===== src/rtl/gaplus_spr_scan_if.sv =====
// Sprite scanner bus: scan control, sprite RAM read port
// and the valid/ready entry stream to the line renderer.
interface gaplus_spr_scan_if;
  logic        START;
  logic [7:0]  LINE;
  logic [10:0] ADRS;
  logic [7:0]  DIN;
  logic        OVALID;
  logic        OREADY;
  logic [5:0]  OIDX;
  logic [7:0]  OCODE;
  logic [8:0]  OX;
  logic [4:0]  OROW;
  logic [7:0]  OATTR;
  logic        BUSY;
  logic        DONE;
  logic        OVF;

  modport master (
    input  START, LINE, DIN, OREADY,
    output ADRS, OVALID, OIDX, OCODE, OX,
    output OROW, OATTR, BUSY, DONE, OVF
  );

  modport slave (
    output START, LINE, DIN, OREADY,
    input  ADRS, OVALID, OIDX, OCODE, OX,
    input  OROW, OATTR, BUSY, DONE, OVF
  );
endinterface


===== src/rtl/gaplus_spr_scan.sv =====
// Per-line sprite list scanner: walks the 64-entry sprite
// table and streams the sprites covering a scanline.
module gaplus_spr_scan #(
  parameter logic [2:0] BASE   = 3'd7,
  parameter int         MAXHIT = 8
) (
  input logic            CLK,
  input logic            RESET,
  gaplus_spr_scan_if.master bus
);

  typedef enum logic [2:0] {
    S_IDLE, S_RY, S_RA, S_CK,
    S_RC, S_RX, S_WAIT, S_FIN
  } state_t;

  localparam logic [6:0] MAXC = 7'(MAXHIT);

  state_t      state_q, state_d;
  logic [7:0]  line_q, line_d;
  logic [5:0]  idx_q, idx_d;
  logic [6:0]  cnt_q, cnt_d;
  logic        ovf_q, ovf_d;
  logic [7:0]  y_q, y_d;
  logic [7:0]  attr_q, attr_d;
  logic [4:0]  row_q, row_d;
  logic [7:0]  code_q, code_d;
  logic        ovalid_q, ovalid_d;
  logic [5:0]  oidx_q, oidx_d;
  logic [7:0]  ocode_q, ocode_d;
  logic [8:0]  ox_q, ox_d;
  logic [4:0]  orow_q, orow_d;
  logic [7:0]  oattr_q, oattr_d;

  logic [7:0]  diff;
  logic        tall;
  logic        hit;
  logic [4:0]  raw;
  logic [4:0]  row_c;
  logic        last;

  // Hit test and row within sprite, using attr on DIN in CK
  always_comb begin
    diff  = line_q - y_q;
    tall  = bus.DIN[1];
    hit   = !bus.DIN[7] &&
            (tall ? (diff < 8'd32) : (diff < 8'd16));
    raw   = tall ? diff[4:0] : {1'b0, diff[3:0]};
    row_c = raw;
    if (bus.DIN[3]) begin
      row_c = tall ? ~raw : {1'b0, ~raw[3:0]};
    end
    last  = (idx_q == 6'd63);
  end

  // Next-state and datapath updates; START overrides all
  always_comb begin
    state_d  = state_q;
    line_d   = line_q;
    idx_d    = idx_q;
    cnt_d    = cnt_q;
    ovf_d    = ovf_q;
    y_d      = y_q;
    attr_d   = attr_q;
    row_d    = row_q;
    code_d   = code_q;
    ovalid_d = ovalid_q;
    oidx_d   = oidx_q;
    ocode_d  = ocode_q;
    ox_d     = ox_q;
    orow_d   = orow_q;
    oattr_d  = oattr_q;
    unique case (state_q)
      S_IDLE: ;
      S_RY: state_d = S_RA;
      S_RA: begin
        y_d     = bus.DIN;
        state_d = S_CK;
      end
      S_CK: begin
        attr_d = bus.DIN;
        row_d  = row_c;
        if (hit) begin
          if (cnt_q == MAXC) begin
            ovf_d   = 1'b1;
            state_d = S_FIN;
          end else begin
            state_d = S_RC;
          end
        end else if (last) begin
          state_d = S_FIN;
        end else begin
          idx_d   = idx_q + 6'd1;
          state_d = S_RY;
        end
      end
      S_RC: begin
        code_d  = bus.DIN;
        state_d = S_RX;
      end
      S_RX: begin
        oidx_d   = idx_q;
        ocode_d  = code_q;
        ox_d     = {attr_q[0], bus.DIN};
        orow_d   = row_q;
        oattr_d  = attr_q;
        ovalid_d = 1'b1;
        cnt_d    = cnt_q + 7'd1;
        state_d  = S_WAIT;
      end
      S_WAIT: begin
        if (ovalid_q && bus.OREADY) begin
          ovalid_d = 1'b0;
          if (last) begin
            state_d = S_FIN;
          end else begin
            idx_d   = idx_q + 6'd1;
            state_d = S_RY;
          end
        end
      end
      S_FIN: state_d = S_IDLE;
      default: state_d = S_IDLE;
    endcase
    if (bus.START) begin
      line_d   = bus.LINE;
      idx_d    = 6'd0;
      cnt_d    = 7'd0;
      ovf_d    = 1'b0;
      ovalid_d = 1'b0;
      state_d  = S_RY;
    end
  end

  // RAM address: byte k of the current entry per state
  always_comb begin
    bus.ADRS = {BASE, idx_q, 2'd0};
    unique case (state_q)
      S_IDLE, S_FIN: bus.ADRS = {BASE, 8'h00};
      S_RY:   bus.ADRS = {BASE, idx_q, 2'd2};
      S_RA:   bus.ADRS = {BASE, idx_q, 2'd3};
      S_RC:   bus.ADRS = {BASE, idx_q, 2'd1};
      default: bus.ADRS = {BASE, idx_q, 2'd0};
    endcase
  end

  // State and datapath registers
  always_ff @(posedge CLK) begin
    if (RESET) begin
      state_q  <= S_IDLE;
      line_q   <= 8'd0;
      idx_q    <= 6'd0;
      cnt_q    <= 7'd0;
      ovf_q    <= 1'b0;
      y_q      <= 8'd0;
      attr_q   <= 8'd0;
      row_q    <= 5'd0;
      code_q   <= 8'd0;
      ovalid_q <= 1'b0;
      oidx_q   <= 6'd0;
      ocode_q  <= 8'd0;
      ox_q     <= 9'd0;
      orow_q   <= 5'd0;
      oattr_q  <= 8'd0;
    end else begin
      state_q  <= state_d;
      line_q   <= line_d;
      idx_q    <= idx_d;
      cnt_q    <= cnt_d;
      ovf_q    <= ovf_d;
      y_q      <= y_d;
      attr_q   <= attr_d;
      row_q    <= row_d;
      code_q   <= code_d;
      ovalid_q <= ovalid_d;
      oidx_q   <= oidx_d;
      ocode_q  <= ocode_d;
      ox_q     <= ox_d;
      orow_q   <= orow_d;
      oattr_q  <= oattr_d;
    end
  end

  assign bus.OVALID = ovalid_q;
  assign bus.OIDX   = oidx_q;
  assign bus.OCODE  = ocode_q;
  assign bus.OX     = ox_q;
  assign bus.OROW   = orow_q;
  assign bus.OATTR  = oattr_q;
  assign bus.OVF    = ovf_q;
  assign bus.DONE   = (state_q == S_FIN);
  assign bus.BUSY   = (state_q != S_IDLE) &&
                      (state_q != S_FIN);

endmodule


===== src/flat_wrapper.sv =====
// flat-port wrapper written by rule: the top's interface ports become plain ports
module gaplus_spr_scan_flat 
#(
  parameter logic [2:0] BASE   = 3'd7,
  parameter int         MAXHIT = 8
)
  (CLK, RESET, bus_START, bus_LINE, bus_DIN, bus_OREADY, bus_ADRS, bus_OVALID, bus_OIDX, bus_OCODE, bus_OX, bus_OROW, bus_OATTR, bus_BUSY, bus_DONE, bus_OVF);
  gaplus_spr_scan_if bus_i ();
  input logic CLK;
  input logic RESET;
  input wire logic [$bits(bus_i.START)-1:0] bus_START;
  input wire logic [$bits(bus_i.LINE)-1:0] bus_LINE;
  input wire logic [$bits(bus_i.DIN)-1:0] bus_DIN;
  input wire logic [$bits(bus_i.OREADY)-1:0] bus_OREADY;
  output wire logic [$bits(bus_i.ADRS)-1:0] bus_ADRS;
  output wire logic [$bits(bus_i.OVALID)-1:0] bus_OVALID;
  output wire logic [$bits(bus_i.OIDX)-1:0] bus_OIDX;
  output wire logic [$bits(bus_i.OCODE)-1:0] bus_OCODE;
  output wire logic [$bits(bus_i.OX)-1:0] bus_OX;
  output wire logic [$bits(bus_i.OROW)-1:0] bus_OROW;
  output wire logic [$bits(bus_i.OATTR)-1:0] bus_OATTR;
  output wire logic [$bits(bus_i.BUSY)-1:0] bus_BUSY;
  output wire logic [$bits(bus_i.DONE)-1:0] bus_DONE;
  output wire logic [$bits(bus_i.OVF)-1:0] bus_OVF;
  assign bus_i.START = bus_START;
  assign bus_i.LINE = bus_LINE;
  assign bus_i.DIN = bus_DIN;
  assign bus_i.OREADY = bus_OREADY;
  assign bus_ADRS = bus_i.ADRS;
  assign bus_OVALID = bus_i.OVALID;
  assign bus_OIDX = bus_i.OIDX;
  assign bus_OCODE = bus_i.OCODE;
  assign bus_OX = bus_i.OX;
  assign bus_OROW = bus_i.OROW;
  assign bus_OATTR = bus_i.OATTR;
  assign bus_BUSY = bus_i.BUSY;
  assign bus_DONE = bus_i.DONE;
  assign bus_OVF = bus_i.OVF;
  gaplus_spr_scan #(.BASE(BASE), .MAXHIT(MAXHIT)) u_core (.CLK(CLK), .RESET(RESET), .bus(bus_i));
endmodule

===== config.mk =====
export PLATFORM = sky130hd
export DESIGN_NAME = gaplus_spr_scan_flat
export DESIGN_NICKNAME = d
export VERILOG_FILES = /design/src/rtl/gaplus_spr_scan_if.sv /design/src/rtl/gaplus_spr_scan.sv /design/src/flat_wrapper.sv
export SDC_FILE = /design/constraint.sdc
export NUM_CORES = 1
export LEC_CHECK = 0
export ABC_AREA = 1
export BUFFER_PORTS_ARGS = -buffer_cell sky130_fd_sc_hd__buf_2
export CAP_MARGIN = 15
export CORE_MARGIN = 2
export CORE_UTILIZATION = 30
export CTS_CLUSTER_SIZE = 20
export DETAILED_ROUTE_END_ITERATION = 8
export MAX_ROUTING_LAYER = met4
export RECOVER_POWER = 25
export SLEW_MARGIN = 20
export SYNTH_ARGS = -nofsm -noshare
export SYNTH_HDL_FRONTEND = slang
export SYNTH_SLANG_ARGS = --single-unit

===== constraint.sdc =====
create_clock -name CLK -period 2.34 [get_ports CLK]
set_input_delay 0.234 -clock CLK [delete_from_list [all_inputs] [get_ports CLK]]
set_output_delay 0.234 -clock CLK [all_outputs]
set_load 0.01 [all_outputs]

==> results by group <==
Clock network
  • Clk root buf: clkbuf_16
  • Clk sinks: 90
  • CTS tree: done
  • Buffer depth of the longest clock path: 2
  • Reg clk slew, reported paths: ~70 ps
  • H-tree levels: 3
  • Worst skew pair latency: about 340 ps
  • Total CTS buffers: 9

Route
  • TritonRoute pass-1 iters: 4
  • 1st-iter DRT viols: approximately 170
  • DR WL/cell: roughly 13 µm
  • Antenna viol nets, final: 0
  • DRC: 0
  • Final Routed Wirelength: about 9700 µm
  • Vias post-DR: between 3000 and 4000
  • Via density: approximately 4.6

Synthesis
  • Post-synth top area share: 0.466
  • Post-synth EDFFs: 0
  • Cell count after synthesis: 522
  • Register area share after synthesis: 0.466
  • Syn Area/Cell: about 7.4 µm²
  • Synth warnings: 0
  • Area leader, netlist: dfxtp_1
  • Flops & latches, synth: 90
  • Mapped Area: ~0.0039 mm²
  • Netlist cell types: 33
  • Ys async rst share: 0
  • Top_reg_cell synth: dfxtp_1
  • Main area contributors after synthesis: dfxtp_1 47%, nor2_1 11%, o21ai_0 9.4%

Job
  • Maxcap violations: 0

STA
  • Final worst-path cycle share: 0.903
  • Endpoints failing setup: 0
  • Worst Max-Slew Pin Slew: about 560 ps
  • Fmax: approximately 0.47 GHz
  • Tmin final: about 2100 ps
  • Setup TNS: 0 ps
  • Final hold vios: 0
  • Max Slew Vio Count: 0
  • RSZ-0062 raised after global routing: no
  • Worst clock skew: roughly 5.6 ps
  • Final worst slack: approximately 230 ps
  • Max transition margin: 0.628

Floorplan
  • Initial core utilization: 0.306
  • Die span in x: about 120 µm
  • Row cnt: 41
  • Die height: 118 µm
  • Io pins: just over 70
  • Core ar.: around 0.013 mm²
  • DIE AREA: 0.0138 mm²

Final layout
  • Antenna cells: 0
  • Nets: slightly above 600
  • Area grow syn2layout: 20.9%
  • Share of layout cells above drive strength 1: 0.138
  • Highest-count cells in the layout ignoring fill and taps: 110 x nor2_1, 90 x dfxtp_1, 73 x o21ai_0, 58 x nand2_1, 50 x inv_1
  • Most common cell after layout, fill and taps aside: nor2_1

Worst setup path
  • Total number of cells along the worst setup path: 18
  • CP top delay family: simple AND/OR/NAND/NOR gates
  • Most common cell on crit path: nand2_1
  • R2r worst-path depth: 18
  • Critical path fanouts, max: 8
  • CP startpoint kind: flip-flop
  • CP max-delay cell: fa_2
  • Buf/Inv on CP: 4
  • Largest stage delay on the critical path: between 300 and 400 ps
  • Crit path required time: roughly 2600 ps
  • Worst-path cell chain: inv_1 -> ha_1 -> inv_1 -> fa_2 -> nand2_1 -> nand2_1 -> nand2_1 -> nand2_1 -> nand3_1 -> nand2_1 -> nor2_4 -> nand3_4 -> nand2_4 -> inv_2 -> nand2_1 -> nand2_1 -> inv_1 -> nor2_2
  • Crit Path Class: reg2reg
  • Nature of the critical path endpoint: flip-flop
  • CP arrival: around 2400 ps

Power and ir drop
  • Maximum vdd ir drop: 0.303 mV
  • Leakage: about 2.2 nW
  • Power Density: 710 mW/mm²
  • Power after layout: around 3.3 mW

Placement
  • Place WS: about 110 ps
  • RD Place Congestion: roughly 0.84
  • Post-DP HPWL: approximately 7000 µm
  • IO Port Bufs: 67

Hold path
  • Worst hold path class: in2reg
  • Hold depth: 3

Global routing
  • Total Routing Usage GR: 0.147
  • First-pass GRT wire length: between 15000 and 20000 µm
  • Gr ovfl total: 0
  • Number of global-route vias before repair: approximately 3400
  • Largest net degree at the start of global routing: 55
  • Initial antenna violation count: 0

Run status
  • Outcome: completed
[metrics by stage]
step | hold WS, ps | util | area, µm² | cells
floorplan | 369 | - | 3870 | 524
finish | 128 | 0.371 | 4680 | 760
CTS | 129 | 0.370 | 4660 | 758
global route | 133 | 0.371 | 4680 | 760
detailed placement | 458 | 0.346 | 4360 | 742
global placement | 447 | 0.346 | 4360 | 742
[worst paths after layout]
| path | from | end | slack (ps) |
|---|---|---|---|
| worst max-delay path | u_core.line_q[0]$_SDFFE_PP0P_ | u_core.idx_q[2]$_SDFFE_PP0P_ | 230 |
| worst min-delay path | bus_LINE[7] | u_core.line_q[7]$_SDFFE_PP0P_ | 130 |
| worst max register to register | u_core.line_q[0]$_SDFFE_PP0P_ | u_core.idx_q[2]$_SDFFE_PP0P_ | 230 |
| worst min register to register | u_core.line_q[0]$_SDFFE_PP0P_ | u_core.line_q[0]$_SDFFE_PP0P_ | 460 |
[power breakdown]
group | internal, mW | switching [mW]
Sequential | 1.55 | 0.0137
Combinational | 0.106 | 0.182
Clock | 0.860 | 0.605
[sequential cells by signal (all words and copies together), names as in the netlist]
signal	cells
u_core.cnt_q	7
u_core.bus.OATTR	8
u_core.idx_q	6
u_core.attr_q	8
u_core.bus.OIDX	6
u_core.bus.OVALID	1
u_core.bus.OVF	1
u_core.bus.OROW	5
u_core.bus.OX	8
u_core.state_q	3
u_core.y_q	8
u_core.bus.OCODE	8
u_core.row_q	5
u_core.code_q	8
u_core.line_q	8
[worst register-to-register path: stages (launching register included)]
cell	delay [ps]
dfxtp_1	300
inv_1	60
ha_1	140
inv_1	60
fa_2	350
nand2_1	70
nand2_1	80
nand2_1	70
nand2_1	70
nand3_1	80
nand2_1	90
nor2_4	140
nand3_4	90
nand2_4	120
inv_2	60
nand2_1	80
nand2_1	50
inv_1	70
nor2_2	40
[per-layer routing]
layer	up-vias	share of wire	track usage	wire length, µm
met4	0	0.014	0.0414	132
met5	-	0	-	0
met2	68	0.47	0.238	4560
met1	1590	0.47	0.180	4550
met3	8	0.043	0.0426	415
li1	1798	-	-	-
[final cells by class]
cell class | count | area [µm²]
fill | 1387 | 7940
sequential | 90 | 1800
multi-input combinational | 353 | 1780
timing repair buffer | 75 | 374
clock buffer | 10 | 239
tap | 172 | 215
inverter | 54 | 203
clock inverter | 6 | 65.1
[synth_stat cells, types with 2 or more instances]
master	n
xor2_1	4
dfxtp_1	90
a211oi_1	3
nand3_1	21
nor2_2	3
inv_1	50
o21ai_1	2
nand2_2	3
ha_1	10
nand2_1	58
a21oi_1	41
clkbuf_1	20
nor2_1	110
xnor2_1	3
buf_4	5
nand4_1	3
inv_2	3
nor3_1	5
o21a_1	2
o21ai_0	73
[cells by family after synthesis]
group	Yosys count	share of synthesized area
adders and majority gates	11	0.0375
other	1	0.000970
xor gates and xnor gates	7	0.0159
buffers and inverters	81	0.0838
AOI/OAI and AO/OA	124	0.167
DFF	90	0.466
and+or+nand+nor	208	0.228
[repair_timing]
action,in CTS,in global routing
resized for setup,0,6
setup endpoints to repair,0,6
hold buffers,0,0
hold endpoints to repair,0,0
buffers inserted,0,2
No activity file was read; power rests on OpenSTA's default activity.
